`config.mk`:
```
export PLATFORM = sky130hd
export DESIGN_NAME = a2d_intf
export DESIGN_NICKNAME = d
export VERILOG_FILES = /design/src/rtl/a2d_pkg.sv /design/src/rtl/spi_mstr16.sv /design/src/rtl/a2d_intf.sv
export SDC_FILE = /design/constraint.sdc
export NUM_CORES = 1
export LEC_CHECK = 0
export ABC_AREA = 1
export BUFFER_PORTS_ARGS = -buffer_cell sky130_fd_sc_hd__buf_2
export CORE_ASPECT_RATIO = 0.75
export CORE_UTILIZATION = 45
export DETAILED_ROUTE_END_ITERATION = 7
export PLACE_DENSITY_LB_ADDON = 0.2
export SETUP_SLACK_MARGIN = 0.15
export SLEW_MARGIN = 20
export SYNTH_ARGS = -nofsm -noshare
export SYNTH_HDL_FRONTEND = slang
export SYNTH_SLANG_ARGS = --single-unit
```
`constraint.sdc`:
```
create_clock -name clk -period 1.8 [get_ports clk]
set_input_delay 0.36 -clock clk [delete_from_list [all_inputs] [get_ports clk]]
set_output_delay 0.36 -clock clk [all_outputs]
set_load 0.01 [all_outputs]
```
`src/rtl/a2d_pkg.sv`:
```
// Shared types and constants for the A2D responder and its SPI frame engine.
package a2d_pkg;

    typedef enum logic [1:0] {
        IDLE,
        FRAME1,
        GAP,
        FRAME2
    } a2dState_e;

    localparam int FRAME_BITS = 16;
    localparam int RES_W = 12;
    localparam logic [10:0] CMD_PAD = 11'h000;

    // Front porch, 32 SCLK half periods and back porch.
    localparam int HALF_PERIODS = 2 * FRAME_BITS + 2;

    function automatic logic [FRAME_BITS-1:0] mkCmd(input logic [2:0] chnnl);
        return {2'b00, chnnl, CMD_PAD};
    endfunction

endpackage

```
`src/rtl/spi_mstr16.sv`:
```
// Single 16-bit SPI frame engine: porch, 16 SCLK periods and porch, with SCLK idling high.
module spi_mstr16
    import a2d_pkg::*;
#(
    parameter int SCLK_DIV = 32
) (
    input  logic                  clk,
    input  logic                  rst,
    input  logic                  wrt,
    input  logic [FRAME_BITS-1:0] cmd,
    output logic                  done,
    output logic [FRAME_BITS-1:0] rd_data,
    output logic                  SS_n,
    output logic                  SCLK,
    output logic                  MOSI,
    input  logic                  MISO
);

    localparam int HALF = SCLK_DIV / 2;
    localparam int PHW = (HALF > 1) ? $clog2(HALF) : 1;
    localparam logic [PHW-1:0] PH_LAST = PHW'(HALF - 1);
    localparam logic [PHW-1:0] PH_ONE = PHW'(1);
    localparam logic [5:0] HC_LAST = 6'(HALF_PERIODS - 1);

    logic                  busy_q, busy_d;
    logic [PHW-1:0]        ph_q, ph_d;
    logic [5:0]            hc_q, hc_d;
    logic                  sclk_q, sclk_d;
    logic                  ssn_q, ssn_d;
    logic                  done_q, done_d;
    logic [FRAME_BITS-1:0] tx_q, tx_d;
    logic [FRAME_BITS-1:0] rx_q, rx_d;
    logic [5:0]            hcNext;
    logic                  lowHalf;

    // Odd half periods (except the back porch) are SCLK-low; even ones after the first are SCLK-high.
    always_comb begin
        busy_d  = busy_q;
        ph_d    = ph_q;
        hc_d    = hc_q;
        sclk_d  = sclk_q;
        ssn_d   = ssn_q;
        done_d  = 1'b0;
        tx_d    = tx_q;
        rx_d    = rx_q;
        hcNext  = hc_q + 6'd1;
        lowHalf = hcNext[0] && (hcNext != HC_LAST);

        if (!busy_q) begin
            if (wrt) begin
                busy_d = 1'b1;
                ssn_d  = 1'b0;
                ph_d   = '0;
                hc_d   = '0;
                tx_d   = cmd;
                rx_d   = '0;
            end
        end else if (ph_q != PH_LAST) begin
            ph_d = ph_q + PH_ONE;
        end else if (hc_q == HC_LAST) begin
            busy_d = 1'b0;
            ssn_d  = 1'b1;
            sclk_d = 1'b1;
            done_d = 1'b1;
            tx_d   = '0;
            ph_d   = '0;
            hc_d   = '0;
        end else begin
            ph_d   = '0;
            hc_d   = hcNext;
            sclk_d = ~lowHalf;
            if (lowHalf && (hcNext != 6'd1)) begin
                tx_d = {tx_q[FRAME_BITS-2:0], 1'b0};
            end
            if (!hcNext[0]) begin
                rx_d = {rx_q[FRAME_BITS-2:0], MISO};
            end
        end
    end

    always_ff @(posedge clk) begin
        if (rst) begin
            busy_q <= 1'b0;
            ph_q   <= '0;
            hc_q   <= '0;
            sclk_q <= 1'b1;
            ssn_q  <= 1'b1;
            done_q <= 1'b0;
            tx_q   <= '0;
            rx_q   <= '0;
        end else begin
            busy_q <= busy_d;
            ph_q   <= ph_d;
            hc_q   <= hc_d;
            sclk_q <= sclk_d;
            ssn_q  <= ssn_d;
            done_q <= done_d;
            tx_q   <= tx_d;
            rx_q   <= rx_d;
        end
    end

    assign SS_n    = ssn_q;
    assign SCLK    = sclk_q;
    assign MOSI    = ~ssn_q & tx_q[FRAME_BITS-1];
    assign done    = done_q;
    assign rd_data = rx_q;

endmodule

```
`src/rtl/a2d_intf.sv`:
```
// A2D responder: on strt_cnv runs a command frame then a readback frame and presents the 12-bit result.
module a2d_intf
    import a2d_pkg::*;
#(
    parameter int SCLK_DIV = 32
) (
    input  logic             clk,
    input  logic             rst,
    input  logic             strt_cnv,
    input  logic [2:0]       chnnl,
    output logic             cnv_cmplt,
    output logic [RES_W-1:0] res,
    output logic             SS_n,
    output logic             SCLK,
    output logic             MOSI,
    input  logic             MISO
);

    localparam int GW = $clog2(SCLK_DIV);
    localparam logic [GW-1:0] GAP_LAST = GW'(SCLK_DIV / 2 - 2);
    localparam logic [GW-1:0] GAP_ONE = GW'(1);

    a2dState_e             state_q, state_d;
    logic [FRAME_BITS-1:0] cmd_q, cmd_d;
    logic                  cnvCmplt_q, cnvCmplt_d;
    logic [RES_W-1:0]      res_q, res_d;
    logic [GW-1:0]         gapCnt_q, gapCnt_d;
    logic                  wrt;
    logic [FRAME_BITS-1:0] spiCmd;
    logic                  spiDone;
    logic [FRAME_BITS-1:0] spiRd;
    logic                  unusedRdHi;

    // The engine's done arrives one clk after SS_n rises, so GAP spends one clk fewer than the SS_n-high gap.
    always_comb begin
        state_d    = state_q;
        cmd_d      = cmd_q;
        cnvCmplt_d = cnvCmplt_q;
        res_d      = res_q;
        gapCnt_d   = '0;
        wrt        = 1'b0;
        spiCmd     = cmd_q;

        case (state_q)
            IDLE: begin
                if (strt_cnv) begin
                    spiCmd     = mkCmd(chnnl);
                    cmd_d      = spiCmd;
                    wrt        = 1'b1;
                    cnvCmplt_d = 1'b0;
                    state_d    = FRAME1;
                end
            end
            FRAME1: begin
                if (spiDone) begin
                    state_d = GAP;
                end
            end
            GAP: begin
                gapCnt_d = gapCnt_q + GAP_ONE;
                if (gapCnt_q == GAP_LAST) begin
                    gapCnt_d = '0;
                    wrt      = 1'b1;
                    state_d  = FRAME2;
                end
            end
            FRAME2: begin
                if (spiDone) begin
                    res_d      = spiRd[RES_W-1:0];
                    cnvCmplt_d = 1'b1;
                    state_d    = IDLE;
                end
            end
            default: state_d = IDLE;
        endcase
    end

    always_ff @(posedge clk) begin
        if (rst) begin
            state_q    <= IDLE;
            cmd_q      <= '0;
            cnvCmplt_q <= 1'b0;
            res_q      <= '0;
            gapCnt_q   <= '0;
        end else begin
            state_q    <= state_d;
            cmd_q      <= cmd_d;
            cnvCmplt_q <= cnvCmplt_d;
            res_q      <= res_d;
            gapCnt_q   <= gapCnt_d;
        end
    end

    spi_mstr16 #(
        .SCLK_DIV(SCLK_DIV)
    ) u_spi (
        .clk    (clk),
        .rst    (rst),
        .wrt    (wrt),
        .cmd    (spiCmd),
        .done   (spiDone),
        .rd_data(spiRd),
        .SS_n   (SS_n),
        .SCLK   (SCLK),
        .MOSI   (MOSI),
        .MISO   (MISO)
    );

    assign unusedRdHi = ^spiRd[FRAME_BITS-1:RES_W];
    assign cnv_cmplt  = cnvCmplt_q;
    assign res        = res_q;

endmodule

```
==> results of run 1 <==
==> Yosys cell counts, drive strengths merged <==
master | number | share of area (%)
o21ai | 28 | 4.2
inv | 35 | 4.0
o221ai | 1 | 0.27
dfxtp | 78 | 47
xnor2 | 2 | 0.53
o211a | 1 | 0.30
o22ai | 10 | 1.9
a211oi | 2 | 0.46
nand3 | 28 | 4.7
xor2 | 4 | 1.1
a21oi | 41 | 7.4
nor3 | 3 | 0.61
ha | 11 | 4.2
nor2 | 60 | 7.1
clkbuf | 14 | 1.6
nand2 | 94 | 12
buf | 6 | 1.6
nand4 | 3 | 0.57
==> per-layer routing <==
layer	global-route usage [%]	wire [µm]	vias up
li1	-	-	1440
met1	24.7	3420	1292
met2	28.3	3090	54
met3	5.50	304	12
met4	6.52	94	0
met5	0	0	-
==> through the flow <==
| stage | power, mW | instance area, µm² | setup TNS, ns |
|---|---|---|---|
| global placement | 2.97 | 3510 | 0 |
| detailed placement | 2.99 | 3510 | -0.519 |
| finish | 4.57 | 4050 | 0 |
| floorplan | 2.77 | 3300 | 0 |
| global route | 4.85 | 4050 | 0 |
| CTS | 4.32 | 3780 | 0 |
==> power by group <==
group | internal [mW] | leakage (nW) | switching [mW]
registers | 1.84 | 0.634 | 0.0935
clock network | 0.513 | 0.0824 | 0.679
logic | 0.518 | 0.804 | 0.931
==> final timing paths <==
kind	startpoint	endpoint	slack, ns	cells past startpoint
worst min register to register	gapCnt_q[0]	gapCnt_q[0]	0.42	1
worst min-delay path	MISO	u_spi.rd_data[0]	0.26	3
worst max-delay path	u_spi.hc_q[0]	u_spi.tx_q[11]	0.20	11
worst max register to register	u_spi.hc_q[0]	u_spi.tx_q[11]	0.20	11
==> final cells by class <==
type                            instances  area share [%]
Tap cell                               98            3.03
Timing Repair Buffer                   41            7.54
Clock buffer                            9            3.06
Clock inverter                          7            1.42
Multi-Input combinational cell        290            42.8
Inverter                               35            3.25
Sequential cell                        78            38.9
==> critical path: stages (launching register included) <==
cell and delay [ns]:
sky130_fd_sc_hd__dfxtp_4 0.40, sky130_fd_sc_hd__ha_4 0.17, sky130_fd_sc_hd__nand3_2 0.07, sky130_fd_sc_hd__nand2_1 0.09, sky130_fd_sc_hd__nand2_2 0.06, sky130_fd_sc_hd__nor2_2 0.12, sky130_fd_sc_hd__nand2_1 0.07, sky130_fd_sc_hd__nand2_2 0.11
sky130_fd_sc_hd__nand2_8 0.10, sky130_fd_sc_hd__buf_8 0.16, sky130_fd_sc_hd__nand3_2 0.06, sky130_fd_sc_hd__a21oi_2 0.05
==> logic make-up after synthesis <==
group / after synthesis / synth area share (%)
simple gates: 188 / 25.2
compound gates: 83 / 14.5
flops: 78 / 47.3
buf+inv: 55 / 7.13
fa+ha+maj: 11 / 4.17
xor+xnor: 6 / 1.59
==> flip-flops by register name (all words and copies together) (netlist names) <==
signal         count
u_spi.tx_q        16
cnv_cmplt          1
u_spi.ph_q         4
res               12
u_spi.hc_q         6
u_spi.busy_q       1
u_spi.rd_data     12
gapCnt_q           5
u_spi.SCLK         1
cmd_q             16
u_spi.done         1
u_spi.SS_n         1
state_q            2
==> timing repair <==
item,in CTS,in global routing
gates resized for setup,17,52
setup endpoints to repair,28,31
hold buffers,0,0
gates cloned,0,2
buffers inserted,2,6
pin swaps,3,22
==> placed cells by master, fill, tap and decap left out, types with 3 or more instances in the layout <==
cell type | synthesis | routed
sky130_fd_sc_hd__nand2_8 | 0 | 3
sky130_fd_sc_hd__nor2_2 | 1 | 3
sky130_fd_sc_hd__nor2_1 | 58 | 55
sky130_fd_sc_hd__nand2_4 | 2 | 5
sky130_fd_sc_hd__o21ai_1 | 0 | 3
sky130_fd_sc_hd__a21oi_2 | 10 | 15
sky130_fd_sc_hd__nand3_2 | 3 | 18
sky130_fd_sc_hd__inv_2 | 3 | 8
sky130_fd_sc_hd__buf_12 | 1 | 3
sky130_fd_sc_hd__nand2_1 | 78 | 70
sky130_fd_sc_hd__nand2_2 | 14 | 18
sky130_fd_sc_hd__nand4_1 | 3 | 3
sky130_fd_sc_hd__dfxtp_1 | 78 | 73
sky130_fd_sc_hd__clkinvlp_4 | 0 | 3
sky130_fd_sc_hd__xor2_1 | 4 | 4
sky130_fd_sc_hd__buf_4 | 3 | 14
sky130_fd_sc_hd__buf_2 | 1 | 22
sky130_fd_sc_hd__o22ai_1 | 10 | 10
sky130_fd_sc_hd__clkbuf_8 | 0 | 9
sky130_fd_sc_hd__dfxtp_2 | 0 | 3
sky130_fd_sc_hd__nand3_1 | 25 | 9
sky130_fd_sc_hd__a21oi_1 | 31 | 26
sky130_fd_sc_hd__inv_1 | 32 | 27
sky130_fd_sc_hd__o21ai_0 | 28 | 25
sky130_fd_sc_hd__ha_1 | 11 | 8
==> reports/summary.log, run 1 <==
[floorplan] Chip Height 76.1 µm
[sta] Worst Clk Skew 0.00800 ns
[clock_network] TritonCTS clock tree yes
[synthesis] Post-Syn Instances 421
[floorplan] Initial Util 47.4%
[placement] Final HPWL DP 4.35 mm
[setup_path] signal arrival time at the worst endpoint 1.82 ns
[sta] share of the clock period used by the worst path after layout 88.7%
[clock_network] CTS Root Cell sky130_fd_sc_hd__clkbuf_8
[grt] global-route total usage across every layer 18.5%
[placement] IO Port Bufs 22
[clock_network] clock insertion delay at the later pin of the skew report 0.36 ns
[sta] setup violation total in the final timing report 0
[floorplan] placeable core region 0.00696 mm²
[outcome] outcome completed
[sta] Min Clock Period, post-route 1.60 ns
[floorplan] Die X-Extent 101 µm
[sta] minimum setup slack in the final design 0.203 ns
[grt] largest net degree at the start of global routing 39
[sta] RSZ-0062 raised after global routing true
[routing] final WL 6.91 mm
[sta] final-report max-slew violation count 0
[finish] storage element area 0.00157 mm²
[power] ratio of total power to cell area 1130 mW/mm²
[synthesis] number of library cell types mapped by synthesis 29
[finish] number of antenna repair diodes 0
[routing] total DRC errors in the routed layout 0
[clock_network] clock transition at the register clock pins on the worst setup and hold paths after CTS 0.08 ns
[power] static leakage 1.52 nW
[floorplan] die area 0.00768 mm²
[setup_path] Worst Setup Path Type flip-flop to flip-flop
[synthesis] proportion of synthesized chip area in sequential cells 47.3%
[sta] max_slew headroom 65.8%
[grt] vias in the first global route 2407
[setup_path] Critical Path RT 2.02 ns
[sta] actual slew at the worst max-slew pin 0.512 ns
[sta] final number of hold-violating endpoints 0
[synthesis] Post-Synthesis Cell Area 0.00330 mm²
[clock_network] maximum buffer depth of the clock tree 2
[clock_network] TritonCTS Buffers 9
[flow_run] max-capacitance violation count 0
[routing] vias after detailed routing 2798
[setup_path] maximum fanout count along the critical path 8
[grt] initial antenna violation count 0
[synthesis] number of warnings reported in the yosys synthesis log 0
[min_path] class of the tightest hold or removal check input pin to flip-flop
[finish] Final Instance Count excl. Fillers 558
[placement] Placer Congestion 0.793
[routing] number of DRC markers after the initial detailed-route iteration 129
[finish] area added between synthesis and finish 22.7%
[routing] number of iterations in the first detailed-routing pass 4
[floorplan] # rows 26
[clock_network] clock sink count 78
[clock_network] maximum level of the CTS H-tree 3
[finish] layout filler cell count 676
[sta] Hold Worst Slack 0.256 ns
[routing] Antenna Violating Nets Remaining 0
[synthesis] Synth Net Count 439
[setup_path] category of the worst setup path capture point flip-flop
[finish] fraction of layout cells with a size suffix above 1 30.2%
[finish] combined area of the multi-input logic cells 0.00173 mm²
[synthesis] number of register bits inferred by synthesis 78
[routing] post-detailed-route wirelength per cell 12.4 µm
[placement] DP Cell Count 532
[floorplan] Boundary Pins 23
[grt] global-route wire length before repair 11.2 mm
[placement] Setup WS pre-CTS -0.0780 ns
[routing] Avg Vias per Cell 5.01
[grt] overflow left after global routing 0
[finish] count of nets after finishing 473
[sta] maximum achievable frequency 0.626 GHz
[synthesis] syn avg cell area 7.83 µm²
[finish] end-of-flow core utilization 58.1%
[power] Worst VDD drop 0.000644 V
[setup_path] type of element launching the critical path flip-flop
Note: power is estimated with default switching activity, not from simulation.
==> run 2: changes to the inputs <==
ABC_AREA = 0   (was 1)
CORE_UTILIZATION = 59   (was 45)
==> reports/summary.log, run 2 <==
[outcome] outcome completed [unchanged]
[power] Worst VDD drop 0.000801 V [was 0.000644 V]
[grt] global-route wire length before repair 12.3 mm [was 11.2 mm]
[grt] met3 capacity usage during global routing 8.42% [was 5.50%]
[synthesis] commonest cells in the synthesized netlist sky130_fd_sc_hd__dfxtp_1 (78), sky130_fd_sc_hd__a21oi_1 (37), sky130_fd_sc_hd__nand2_1 (32) [was sky130_fd_sc_hd__dfxtp_1 (78), sky130_fd_sc_hd__nand2_1 (78), sky130_fd_sc_hd__nor2_1 (58)]
[finish] number of antenna repair diodes 0 [unchanged]
[setup_path] launch point of the critical path gapCnt_q[0] [was u_spi.hc_q[0]]
[synthesis] proportion of synthesized chip area in sequential cells 49.0% [was 47.3%]
[sta] share of the clock period used by the worst path after layout 98.8% [was 88.7%]
[min_path] hold depth 2 [was 3]
[power] ratio of total power to cell area 1190 mW/mm² [was 1130 mW/mm²]
[finish] Largest regs cmd_q (16), u_spi.tx_q (16) [unchanged]
[sta] minimum setup slack in the final design 0.0221 ns [was 0.203 ns]
[floorplan] Die X-Extent 86.8 µm [was 101 µm]
[sta] final-report max-slew violation count 0 [unchanged]
[placement] Final HPWL DP 4.62 mm [was 4.35 mm]
[setup_path] maximum fanout count along the critical path 8 [unchanged]
[grt] met2 track demand over resource 45.0% [was 28.3%]
[synthesis] EDFF count, synth 0 [unchanged]
[floorplan] # rows 22 [was 26]
[placement] Setup WS pre-CTS 0.00964 ns [was -0.0780 ns]
[grt] met1 track demand over resource in global routing 37.2% [was 24.7%]
[clock_network] clock insertion delay at the later pin of the skew report 0.36 ns [about the same]
[clock_network] clock sink count 78 [unchanged]
[placement] IO Port Bufs 22 [unchanged]
[synthesis] syn avg cell area 9.45 µm² [was 7.83 µm²]
[grt] initial antenna violation count 0 [unchanged]
[synthesis] area share of the leading cell type in the synthesized netlist 49.0% [was 47.3%]
[grt] largest net degree at the start of global routing 21 [was 39]
[min_path] Min-Delay Startpoint MISO [unchanged]
[power] relative contribution of the clock network to total power 25.5% [was 26.1%]
[setup_path] type of element launching the critical path flip-flop [unchanged]
[placement] Placer Congestion 0.885 [was 0.793]
[finish] fraction of layout cells with a size suffix above 1 34.9% [was 30.2%]
[synthesis] Post-Syn Instances 337 [was 421]
[setup_path] worst-path cell chain inv_2, ha_4, and4b_2, a21boi_4, a21oi_4, or2_4, buf_12, o32ai_4 [was ha_4, nand3_2, nand2_1, nand2_2, nor2_2, nand2_1, nand2_2, nand2_8, buf_8, nand3_2, a21oi_2]
[routing] number of DRC markers after the initial detailed-route iteration 250 [was 129]
[clock_network] maximum buffer depth of the clock tree 2 [unchanged]
[placement] placed standard-cell area 0.00355 mm² [was 0.00351 mm²]
[finish] area added between synthesis and finish 28.2% [was 22.7%]
[routing] post-detailed-route wirelength per cell 17.0 µm [was 12.4 µm]
[routing] total DRC errors in the routed layout 0 [unchanged]
[routing] number of iterations in the first detailed-routing pass 4 [unchanged]
[setup_path] Worst path depth 8 [was 11]
[sta] max_slew headroom 50.0% [was 65.8%]
[routing] vias after detailed routing 2658 [was 2798]
[sta] Hold Worst Slack 0.242 ns [was 0.256 ns]
[setup_path] family with the most delay on the worst path simple AND/OR/NAND/NOR gates [unchanged]
[power] static leakage 1.51 nW [was 1.52 nW]
[setup_path] worst-case reg-to-reg path depth 8 [was 11]
[synthesis] Post-Synthesis Cell Area 0.00319 mm² [was 0.00330 mm²]
[floorplan] Boundary Pins 23 [unchanged]
[clock_network] clock transition at the register clock pins on the worst setup and hold paths after CTS 0.09 ns [was 0.08 ns]
[power] combinational share of power 32.4% [was 31.7%]
[min_path] class of the tightest hold or removal check input pin to flip-flop [unchanged]
[floorplan] Chip Height 65.6 µm [was 76.1 µm]
[sta] RSZ-0062 raised after global routing true [unchanged]
[setup_path] signal arrival time at the worst endpoint 2.05 ns [was 1.82 ns]
[synthesis] Synth Net Count 355 [was 439]
[clock_network] maximum level of the CTS H-tree 3 [unchanged]
[synthesis] proportion of synthesized flip-flops having asynchronous set or reset 0% [unchanged]
[finish] count of nets after finishing 400 [was 473]
[synthesis] number of warnings reported in the yosys synthesis log 0 [unchanged]
[sta] Worst Clk Skew 0.0103 ns [was 0.00800 ns]
[sta] setup violation total in the final timing report 0 [unchanged]
[floorplan] Initial Util 63.2% [was 47.4%]
[setup_path] category of the worst setup path capture point flip-flop [unchanged]
[sta] maximum achievable frequency 0.562 GHz [was 0.626 GHz]
[clock_network] TritonCTS Buffers 9 [unchanged]
[sta] Min Clock Period, post-route 1.78 ns [was 1.60 ns]
[power] Reg power frac 42.1% [was 42.2%]
[routing] Antenna Violating Nets Remaining 0 [unchanged]
[sta] final number of hold-violating endpoints 0 [unchanged]
[setup_path] slowest library cell on the worst path sky130_fd_sc_hd__dfxtp_2 [was sky130_fd_sc_hd__dfxtp_4]
[sta] actual slew at the worst max-slew pin 0.746 ns [was 0.512 ns]
[synthesis] number of library cell types mapped by synthesis 43 [was 29]
[grt] GR peak layer met2 [unchanged]
[setup_path] crit-path max cell delay 0.35 ns [was 0.40 ns]
[flow_run] max-capacitance violation count 0 [unchanged]
[setup_path] worst path buffer plus inverter count 2 [was 1]
[clock_network] TritonCTS clock tree yes [unchanged]
[power] net switching power 1.71 mW [was 1.70 mW]
[setup_path] Critical Path RT 2.07 ns [was 2.02 ns]
[synthesis] most common cell in the synthesized netlist sky130_fd_sc_hd__dfxtp_1
[finish] post-route standard cell area excluding fillers 0.00409 mm² [was 0.00405 mm²]
[power] switching share of power 35.2% [was 37.3%]
[grt] global-route total usage across every layer 28.5% [was 18.5%]
[grt] vias in the first global route 2543 [was 2407]
[synthesis] most area-hungry cell type in the Yosys netlist sky130_fd_sc_hd__dfxtp_1 [unchanged]
[finish] commonest non-fill, non-tap cell in the layout sky130_fd_sc_hd__dfxtp_1 [unchanged]
[synthesis] number of register bits inferred by synthesis 78 [unchanged]
[clock_network] CTS Root Cell sky130_fd_sc_hd__clkbuf_8 [unchanged]
[routing] Avg Vias per Cell 5.79 [was 5.01]
[routing] final WL 7.80 mm [was 6.91 mm]
[synthesis] top area cells in the synthesized netlist sky130_fd_sc_hd__dfxtp_1 (49%), sky130_fd_sc_hd__a21oi_1 (5.8%), sky130_fd_sc_hd__ha_1 (4.3%) [was sky130_fd_sc_hd__dfxtp_1 (47%), sky130_fd_sc_hd__nand2_1 (8.9%), sky130_fd_sc_hd__nor2_1 (6.6%)]
[synthesis] most instantiated flip-flop cell in the synthesis netlist sky130_fd_sc_hd__dfxtp_1 [unchanged]
[floorplan] placeable core region 0.00504 mm² [was 0.00696 mm²]
[grt] overflow left after global routing 0 [unchanged]
[floorplan] die area 0.00570 mm² [was 0.00768 mm²]
[setup_path] Worst Setup Path Type flip-flop to flip-flop [unchanged]
[setup_path] startpoint of the most critical register-to-register path gapCnt_q[0] [was u_spi.hc_q[0]]
[finish] commonest cells after routing, fill and taps aside sky130_fd_sc_hd__dfxtp_1 (68), sky130_fd_sc_hd__nand2_1 (29), sky130_fd_sc_hd__a21oi_1 (28) [was sky130_fd_sc_hd__dfxtp_1 (73), sky130_fd_sc_hd__nand2_1 (70), sky130_fd_sc_hd__nor2_1 (55)]
[power] Internal Pwr Total 3.14 mW [was 2.87 mW]
==> run 2: cell count changes in the layout (fill, tap and decap cells not counted), moves of 15 or more <==
cell / previous run / this run
sky130_fd_sc_hd__and2_1: 0 / 15
sky130_fd_sc_hd__inv_1: 27 / 7
sky130_fd_sc_hd__nand2_1: 70 / 29
sky130_fd_sc_hd__nand2_2: 18 / 2
sky130_fd_sc_hd__nand3_2: 18 / 1
sky130_fd_sc_hd__nor2_1: 55 / 25
sky130_fd_sc_hd__o21ai_0: 25 / 6
==> run 2: cell families (layout without fill, tap and decap cells) <==
group,count (synthesis),count (layout),share of synthesized area (%)
AOI/OAI and AO/OA,108,108,23.8
and+or+nand+nor,101,101,15.7
DFF,78,78,49.0
buffers and inverters,28,78,3.89
adders and majority gates,11,11,4.32
xor gates and xnor gates,6,6,1.65
muxes,5,5,1.57
==> run 2: per-layer routing <==
layer,vias up,wire length [µm]
met5,-,0
met4,0,77
met3,11,461
met2,82,3640
met1,1279,3610
li1,1286,-
==> run 2: path summary, 6_finish.rpt <==
| kind | to | slack (ns) |
|---|---|---|
| setup reg to reg | u_spi.tx_q[0] | 0.02 |
| hold reg to reg | res[4] | 0.46 |
| hold / removal | u_spi.rd_data[0] | 0.24 |
| setup / recovery | u_spi.tx_q[0] | 0.02 |
==> run 2: repair_timing <==
| item | in CTS | in global routing |
|---|---|---|
| hold buffers | 0 | 0 |
| pin swaps | 6 | 18 |
| gates resized for setup | 37 | 28 |
| gates cloned | 2 | 1 |
| endpoints found under the hold margin | 0 | 0 |
| setup buffers | 2 | 3 |
| endpoints found under the setup margin | 34 | 36 |
==> run 2: power by group through the flow <==
stage | logic, mW | clock network (mW) | registers [mW]
2_1_floorplan | 0.882 | 0 | 2.02
3_3_place_gp | 1.19 | 0 | 2.04
3_5_place_dp | 1.22 | 0 | 2.05
4_1_cts | 1.39 | 1.25 | 2.03
5_1_grt | 1.68 | 1.33 | 2.06
6_report | 1.57 | 1.23 | 2.04
==> run 2: layout make-up <==
cell class	instances	area [µm²]
flip-flops and latches	78	1580
repair buffers	52	409
well taps	72	90.1
multi-input cells	231	1780
fillers	297	952
inverters	10	37.5
clock buffers	9	124
clock inverters	7	63.8
==> run 2: through the flow <==
step / power [mW] / utilization [%] / TNS, ns / instances
after global placement: 3.23 / 70.4 / 0 / 435
final: 4.84 / 81.1 / 0 / 459
after detailed placement: 3.26 / 70.4 / 0 / 435
after floorplan: 2.90 / - / 0 / 337
after global routing: 5.07 / 81.1 / -0.323 / 459
after CTS: 4.67 / 77.9 / 0 / 455
